<file path="config.mk">
export PLATFORM = sky130hd
export DESIGN_NAME = decode_stage
export DESIGN_NICKNAME = d
export VERILOG_FILES = /design/src/rtl/riscv_pkg.sv /design/src/rtl/reg_file.sv /design/src/rtl/decode_stage.sv
export SDC_FILE = /design/constraint.sdc
export NUM_CORES = 2
export LEC_CHECK = 0
export ABC_AREA = 1
export CAP_MARGIN = 5
export CELL_PAD_IN_SITES_DETAIL_PLACEMENT = 1
export CELL_PAD_IN_SITES_GLOBAL_PLACEMENT = 2
export CORE_MARGIN = 4
export CORE_UTILIZATION = 37
export CTS_CLUSTER_DIAMETER = 200
export DETAILED_ROUTE_END_ITERATION = 8
export GPL_ROUTABILITY_DRIVEN = 1
export PLACE_DENSITY = 0.91
export SLEW_MARGIN = 40
export SYNTH_ARGS = -nofsm -noshare
export SYNTH_HDL_FRONTEND = slang
export SYNTH_SLANG_ARGS = --single-unit
</file>
<file path="constraint.sdc">
create_clock -name clk_i -period 2.82 [get_ports clk_i]
set_clock_uncertainty 0.1 [all_clocks]
set_input_delay 0.564 -clock clk_i [delete_from_list [all_inputs] [get_ports clk_i]]
set_output_delay 0.564 -clock clk_i [all_outputs]
set_load 0.01 [all_outputs]
</file>
<file path="src/rtl/riscv_pkg.sv">
// Shared RV32I decode constants: opcodes, funct3 codes and the registered decode result.
package riscv_pkg;

    localparam logic [6:0] OPC_OP     = 7'b0110011;
    localparam logic [6:0] OPC_OP_IMM = 7'b0010011;
    localparam logic [6:0] FUNCT7_ALT = 7'b0100000;

    typedef enum logic [2:0] {
        F3_ADD  = 3'b000,
        F3_SLL  = 3'b001,
        F3_SLT  = 3'b010,
        F3_SLTU = 3'b011,
        F3_XOR  = 3'b100,
        F3_SRL  = 3'b101,
        F3_OR   = 3'b110,
        F3_AND  = 3'b111
    } funct3_e;

    typedef struct packed {
        logic [31:0] data_1;
        logic [31:0] data_2;
        logic [2:0]  funct3;
        logic [6:0]  funct7;
        logic [4:0]  rd;
        logic        reg_write;
        logic        illegal;
    } dec_out_t;

    function automatic logic is_shift(input logic [2:0] f3);
        return (f3 == F3_SLL) || (f3 == F3_SRL);
    endfunction

endpackage

</file>
<file path="src/rtl/reg_file.sv">
// Integer register file: two combinational write-first read ports, one write port, x0 tied to zero.
module reg_file #(
    parameter int XLEN  = 32,
    parameter int NREGS = 32
) (
    input  logic                     clk_i,
    input  logic                     rst_i,
    input  logic                     wb_en_i,
    input  logic [$clog2(NREGS)-1:0] wb_rd_i,
    input  logic [XLEN-1:0]          wb_data_i,
    input  logic [$clog2(NREGS)-1:0] rs1_i,
    input  logic [$clog2(NREGS)-1:0] rs2_i,
    output logic [XLEN-1:0]          rs1_data_o,
    output logic [XLEN-1:0]          rs2_data_o
);

    localparam int AW = $clog2(NREGS);

    logic [XLEN-1:0] regs_q [NREGS];
    logic [XLEN-1:0] regs_d [NREGS];
    logic            wr_hit;

    assign wr_hit = wb_en_i && (wb_rd_i != '0);

    function automatic logic [XLEN-1:0] read_port(input logic [AW-1:0] addr);
        if (addr == '0)
            return '0;
        else if (wr_hit && (wb_rd_i == addr))
            return wb_data_i;
        else
            return regs_q[addr];
    endfunction

    always_comb begin
        regs_d = regs_q;
        if (wr_hit)
            regs_d[wb_rd_i] = wb_data_i;
    end

    always_ff @(posedge clk_i) begin
        if (rst_i)
            regs_q <= '{default: '0};
        else
            regs_q <= regs_d;
    end

    assign rs1_data_o = read_port(rs1_i);
    assign rs2_data_o = read_port(rs2_i);

endmodule

</file>
<file path="src/rtl/decode_stage.sv">
// Decode stage for OP / OP-IMM: operand fetch, immediate/shamt forming, legality check,
// and a single output register with valid/ready toward execute.
module decode_stage
    import riscv_pkg::*;
#(
    parameter int XLEN  = 32,
    parameter int NREGS = 32
) (
    input  logic            clk_i,
    input  logic            rst_i,
    input  logic [31:0]     instr_i,
    input  logic            instr_valid_i,
    output logic            instr_ready_o,
    input  logic            wb_en_i,
    input  logic [4:0]      wb_rd_i,
    input  logic [XLEN-1:0] wb_data_i,
    input  logic            flush_i,
    output logic [XLEN-1:0] data_1_o,
    output logic [XLEN-1:0] data_2_o,
    output logic [2:0]      funct3_o,
    output logic [6:0]      funct7_o,
    output logic [4:0]      rd_o,
    output logic            reg_write_o,
    output logic            illegal_o,
    output logic            valid_o,
    input  logic            ready_i
);

    logic [6:0]  opcode;
    logic [4:0]  rd;
    logic [2:0]  f3;
    logic [6:0]  f7;
    logic [31:0] imm;
    logic [31:0] rs1_val;
    logic [31:0] rs2_val;
    logic        legal;
    logic        accept;
    dec_out_t    dec;
    dec_out_t    out_d, out_q;
    logic        valid_d, valid_q;

    assign opcode = instr_i[6:0];
    assign rd     = instr_i[11:7];
    assign f3     = instr_i[14:12];
    assign f7     = instr_i[31:25];
    assign imm    = {{20{instr_i[31]}}, instr_i[31:20]};

    reg_file #(.XLEN(XLEN), .NREGS(NREGS)) u_reg_file (
        .clk_i      (clk_i),
        .rst_i      (rst_i),
        .wb_en_i    (wb_en_i),
        .wb_rd_i    (wb_rd_i),
        .wb_data_i  (wb_data_i),
        .rs1_i      (instr_i[19:15]),
        .rs2_i      (instr_i[24:20]),
        .rs1_data_o (rs1_val),
        .rs2_data_o (rs2_val)
    );

    always_comb begin
        dec        = '0;
        legal      = 1'b0;
        dec.data_1 = rs1_val;
        dec.data_2 = rs2_val;
        dec.funct3 = f3;
        dec.rd     = rd;
        case (opcode)
            OPC_OP: begin
                legal      = (f7 == 7'd0) ||
                             ((f7 == FUNCT7_ALT) && ((f3 == F3_ADD) || (f3 == F3_SRL)));
                dec.funct7 = f7;
                if (is_shift(f3))
                    dec.data_2 = {27'd0, rs2_val[4:0]};
            end
            OPC_OP_IMM: begin
                // instr[30] is an immediate bit for ADDI etc.; only SRAI uses it as a modifier
                if (f3 == F3_SRL)
                    dec.funct7 = {1'b0, instr_i[30], 5'd0};
                if (is_shift(f3))
                    dec.data_2 = {27'd0, instr_i[24:20]};
                else
                    dec.data_2 = imm;
                if (f3 == F3_SLL)
                    legal = (f7 == 7'd0);
                else if (f3 == F3_SRL)
                    legal = (f7 == 7'd0) || (f7 == FUNCT7_ALT);
                else
                    legal = 1'b1;
            end
            default: legal = 1'b0;
        endcase
        dec.illegal   = !legal;
        dec.reg_write = legal && (rd != 5'd0);
    end

    assign instr_ready_o = !valid_q || ready_i;
    assign accept        = instr_valid_i && instr_ready_o;

    always_comb begin
        out_d   = out_q;
        valid_d = valid_q;
        if (accept && !flush_i) begin
            out_d   = dec;
            valid_d = 1'b1;
        end else if (flush_i || ready_i) begin
            valid_d = 1'b0;
        end
    end

    always_ff @(posedge clk_i) begin
        if (rst_i) begin
            out_q   <= '0;
            valid_q <= 1'b0;
        end else begin
            out_q   <= out_d;
            valid_q <= valid_d;
        end
    end

    assign data_1_o    = out_q.data_1;
    assign data_2_o    = out_q.data_2;
    assign funct3_o    = out_q.funct3;
    assign funct7_o    = out_q.funct7;
    assign rd_o        = out_q.rd;
    assign reg_write_o = out_q.reg_write;
    assign illegal_o   = out_q.illegal;
    assign valid_o     = valid_q;

endmodule

</file>
# After elaboration in Yosys (flattened, before gate mapping)
# Cells that the tools add are included.
[word_totals]
ff_bits = 1106
out_inout_bits = 83
[op_classes]
n_lt_le_gt_ge = 4
n_eq_ne = 7
mux = 23
bitwise_logic = 3
reduce_logical = 24
[ops]
columns = ["op", "count"]
rows = [
  ["bitwise mux 1024 bit", 1],
  ["two-way mux 32 bit", 11],
  ["binary-select mux 32 bit (select 5 bit)", 2],
  ["demux 32 bit (select 5 bit)", 1],
  ["one-hot mux 32 bit (2 select lines)", 1],
  [">= comparator 6 bit, second input constant", 3],
  ["NOT 5 -> 6 bit", 3],
  ["equality test 7 x 6 -> 1 bit, second input constant", 2],
  ["one-hot mux 7 bit (2 select lines)", 1],
  ["equality test 5 bit", 2],
  ["logical NOT 5 bit", 2],
  ["nonzero test 5 bit", 2],
  ["logical AND 1 bit", 8],
  ["equality test 7 x 5 -> 1 bit, second input constant", 1],
  ["logical NOT 7 bit", 1],
  ["logical OR 1 bit", 6],
  ["< comparator 6 x 1 -> 1 bit, second input constant", 1],
  ["two-way mux 6 bit", 1],
  ["two-way mux 1 bit", 4],
  ["equality test 3 x 1 -> 1 bit, second input constant", 1],
  ["equality test 3 bit, second input constant", 1],
  ["logical NOT 1 bit", 3],
  ["logical NOT 3 bit", 1],
  ["one-hot mux 1 bit (2 select lines)", 1],
  ["nonzero test 2 bit", 1],
]

# Logic depth before layout (Yosys ltp)
[logic_depth]
ltp_word = 8
depth_mapped = 14

# Hierarchy
# A second synthesis with hierarchy kept.
[unflattened]
hier_cells = 9595
area_unflattened_um2 = 62366.1
[modules_own_cells]
columns = ["module", "instances", "cells_per_inst", "area_each_um2", "seq_area_each_um2"]
rows = [
  ["reg_file", 1, 9139, 58970.3, 20499.7],
  ["decode_stage", 1, 456, 3395.8, 1641.6],
]

# Worst setup path after synthesis
# No wires, ideal clock.
[synth_timing]
path_kind = "in2reg"
start = "input port instr_i[3]"
end = "register out_q (netlist bit data_2_o[11])"
t_arrival_ns = 1.729
required_time_ns = 2.592
setup_slack_ns = 0.863
path_stages = 11
cell_sequence = "nor2_1 nand3_1 nor3_4 inv_1 nand2_1 nor2_2 buf_2 nand2_1 clkinv_1 nand2_1 a21oi_1"
[synth_between]
elab_chain_len = 2
[synth_rtl]
columns = ["item", "line", "source"]
rows = [
  ["start: declaration", "decode_stage.sv:11", "input logic [31:0] instr_i,"],
  ["equality test 7 x 5 -> 1 bit or equality test 7 x 6 -> 1 bit (tied branches)", "decode_stage.sv:67", "case (opcode)"],
  ["one-hot mux 32 bit (2 select lines) (*)", "decode_stage.sv:67", ""],
  ["end signal: assignment", "decode_stage.sv:115", "out_q <= out_d;"],
  ["end: declaration", "decode_stage.sv:39", "dec_out_t out_d, out_q;"],
]
# Every way passes the cells marked *; elsewhere a longest branch is shown, timed or not.
# A chain may end at the register's enable or synchronous reset.

# Worst setup path after layout
[layout_timing]
start = "register out_q (netlist bit data_1_o[20])"
end = "output port data_1_o[20]"
[layout_lines]
columns = ["item", "line", "source"]
rows = [
  ["end: declaration", "decode_stage.sv:18", "output logic [XLEN-1:0] data_1_o,"],
]
# No word-level cell between the ends.

==> flow_summary.ini <==
[run_status]
status = complete, no violations

[clocking]
cts.clk_slew.worst_paths_ns = 0.06
tritoncts = built
hold_buffers = 0
clockBufferDepth = 3
htree_levels = 4
clkSinkCount = 1106
clock_latency_ns = 0.80
ctsResizeCount = 0
cts-root-buf = clkbuf_16
numCtsBuffers = 132
post_cts_buffers = 0

[sta]
hold_viol_final = 0
slew_viol_final = 0
rsz0062_at_grt = false
maxSlewHeadroom_pct = 43.3
min_period_ns = 2.64
tightestPinTransition_ns = 0.851
whs_ns = 0.164
fin_crit_sh_pct = 93.6
clock.fmax_ghz = 0.379
setup_viol = 0
fin_ws_ns = 0.180

[routing]
wire_per_inst_um = 24.9
vias = 65600
firstDrtPassIters = 5
routed_wl_mm = 276
antenna_left = 0
drtIter0Drc = 6100
drc = 0
vias_per_cell = 5.92

[placed_design]
post-dp-hpwl_mm = 180
post-place-ws_ns = -0.124
port_buffers = 157
dp.cells = 10900
gp_congestion = 0.923

[cells_and_area]
layout.nets = 9003
area_growth_pct = 17.8
drive_gt1_share_pct = 8.19
fin_cells = 11100

[synthesis]
synth_area_leaders = dfxtp_1 38%, nand2_1 13%, o21ai_0 11%, a21oi_1 11%, nand3_1 5.9%
syn_nets = 9129
synth_warnings = 0
synthArstFlopShare_pct = 0
netlist.area_leader.share_pct = 38.1
synth_ff_type = dfxtp_1
yosysMostFrequentCell = nand2_1
synth_edf_count = 0
synth_commonest_cells = 2079 x nand2_1, 1261 x o21ai_0, 1245 x a21oi_1
yosysUniqueCellTypes = 37
syn_inst = 9054
ys_ff_latch = 1106
syn_avg_cell_area_um2 = 6.42
netlist_area_mm2 = 0.0582
ys_seq_area_share_pct = 38.1
synth_area_leader_cell = dfxtp_1

[worst_setup_path]
r2r-start = valid_o
rr_endpoint = data_2_o[4]
r2r_setup_slack_ns = 0.93
crit_family = buffers and inverters
crit_buf_inv = 1
crit_path_max_incr_delay_ns = 0.67
reg2regPathDepth = 7
cp-end-kind = primary output
start_kind = register
crit_chain = clkdlybuf4s50_1
cp_slowest_cell = clkdlybuf4s50_1
cp_max_fo = 2
crit_type = register to primary output
crit_arrival_ns = 1.98
crit_required_ns = 2.16

[grt]
overflow = 0
antenna_found_initial = 9
groute.usage.overall_pct = 32.6
grt_pass1_vias = 65700
grt_pass1_wl_mm = 413
grt_max_degree = 109

[power]
p_comb_share_pct = 14.0
pwr-share-clk_pct = 45.7
p_int_w = 0.0284
switching_share_pct = 28.8
powerDensity_mw_per_mm2 = 582
seq_power_share_pct = 40.3
p_leak_nw = 27.2
ir_drop_uv = 631
p_sw_w = 0.0115

[die]
core_area_mm2 = 0.156
rows = 145
dieArea_mm2 = 0.164
die_w_um = 404
ioPinCount = 158
initial_core_util_pct = 37.2
die_h_um = 404

[job]
drv_cap = 0

[worst_hold_path]
hp-start = wb_data_i[6]
min_to = u_reg_file.regs_q[294]
min_path_cells = 3
hold_path.class = input pin to register
-- layout make-up --
type                            instances  area (um^2)
Antenna cell                            4         10.0
Clock buffer                          179         3820
Clock inverter                         55          703
Fill cell                           20000        87700
Inverter                              523         2000
Multi-Input combinational cell       6593        30300
Sequential cell                      1106        22100
Tap cell                             2058         2570
Timing Repair Buffer                  572         6910
-- cell families after synthesis --
| group | synth area share [%] |
|---|---|
| flops | 38.1 |
| simple gates | 26.0 |
| buf+inv | 10.0 |
| compound gates | 25.8 |
| xor+xnor | 0.151 |
-- layer usage --
layer | track usage, % | wire [um] | up-vias
li1 | - | - | 29800
met1 | 41.2 | 112000 | 32400
met2 | 51.7 | 124000 | 2631
met3 | 4.53 | 18700 | 806
met4 | 22.3 | 21200 | 2
met5 | 0 | 13 | -
-- through the flow --
stage                     cell area, um^2  power [W]  TNS [ns]  util, %
final                               68500     0.0399         0     43.8
after global routing                68500     0.0411         0     43.8
after CTS                           68500     0.0400         0     43.8
after detailed placement            64000     0.0218     -4.32     40.9
after global placement              63900     0.0217     -7.40     40.9
after floorplan                     58200     0.0192         0        -
-- sequential cells by signal, indices dropped and copies added (netlist names) --
name / count
data_1_o: 32
data_2_o: 32
funct3_o: 3
funct7_o: 7
illegal_o: 1
rd_o: 5
reg_write_o: 1
u_reg_file.regs_q: 1024
valid_o: 1
-- worst max path at each step --
stage	cells after the start	startpoint	endpoint
5_1_grt	1	data_1_o[17]	data_1_o[17]
4_1_cts	1	data_1_o[20]	data_1_o[20]
3_3_place_gp	11	instr_i[3]	data_2_o[7]
3_5_place_dp	10	wb_rd_i[2]	u_reg_file.regs_q[237]
2_1_floorplan	11	instr_i[3]	data_2_o[11]
6_report	1	data_1_o[20]	data_1_o[20]
-- cells in the final DEF (no fill, tap or decap), types with 5 or more instances in the layout --
cell type           n
nand2_1          2078
o21ai_0          1261
a21oi_1          1245
dfxtp_1          1106
nor2_1            904
nand3_1           683
inv_1             478
o211ai_1          280
buf_4             238
buf_12            179
clkdlybuf4s50_1   141
clkbuf_16         136
o21ai_1            54
inv_2              33
nor2_4             32
clkinv_2           27
clkbuf_8           26
clkbuf_1           17
bufinv_16          14
inv_6               9
nor3_1              7
xnor2_1             7
buf_2               7
clkinv_1            6
a31oi_1             6
nand2_2             5
-- power by group through the flow --
stage	Sequential, W	Combinational [W]	Clock (W)
2_1_floorplan	0.0164	0.00285	0
3_3_place_gp	0.0164	0.00533	0
3_5_place_dp	0.0164	0.00543	0
4_1_cts	0.0161	0.00546	0.0184
5_1_grt	0.0161	0.00589	0.0191
6_report	0.0161	0.00556	0.0182
-- worst register-to-register path, stage by stage, from the launching register on --
cell     delay (ns)
dfxtp_1        0.31
nand2_1        0.12
nand2_2        0.18
inv_1          0.16
buf_4          0.51
o21ai_0        0.24
inv_1          0.10
a21oi_1        0.06
(Power assumes the default switching activity.)
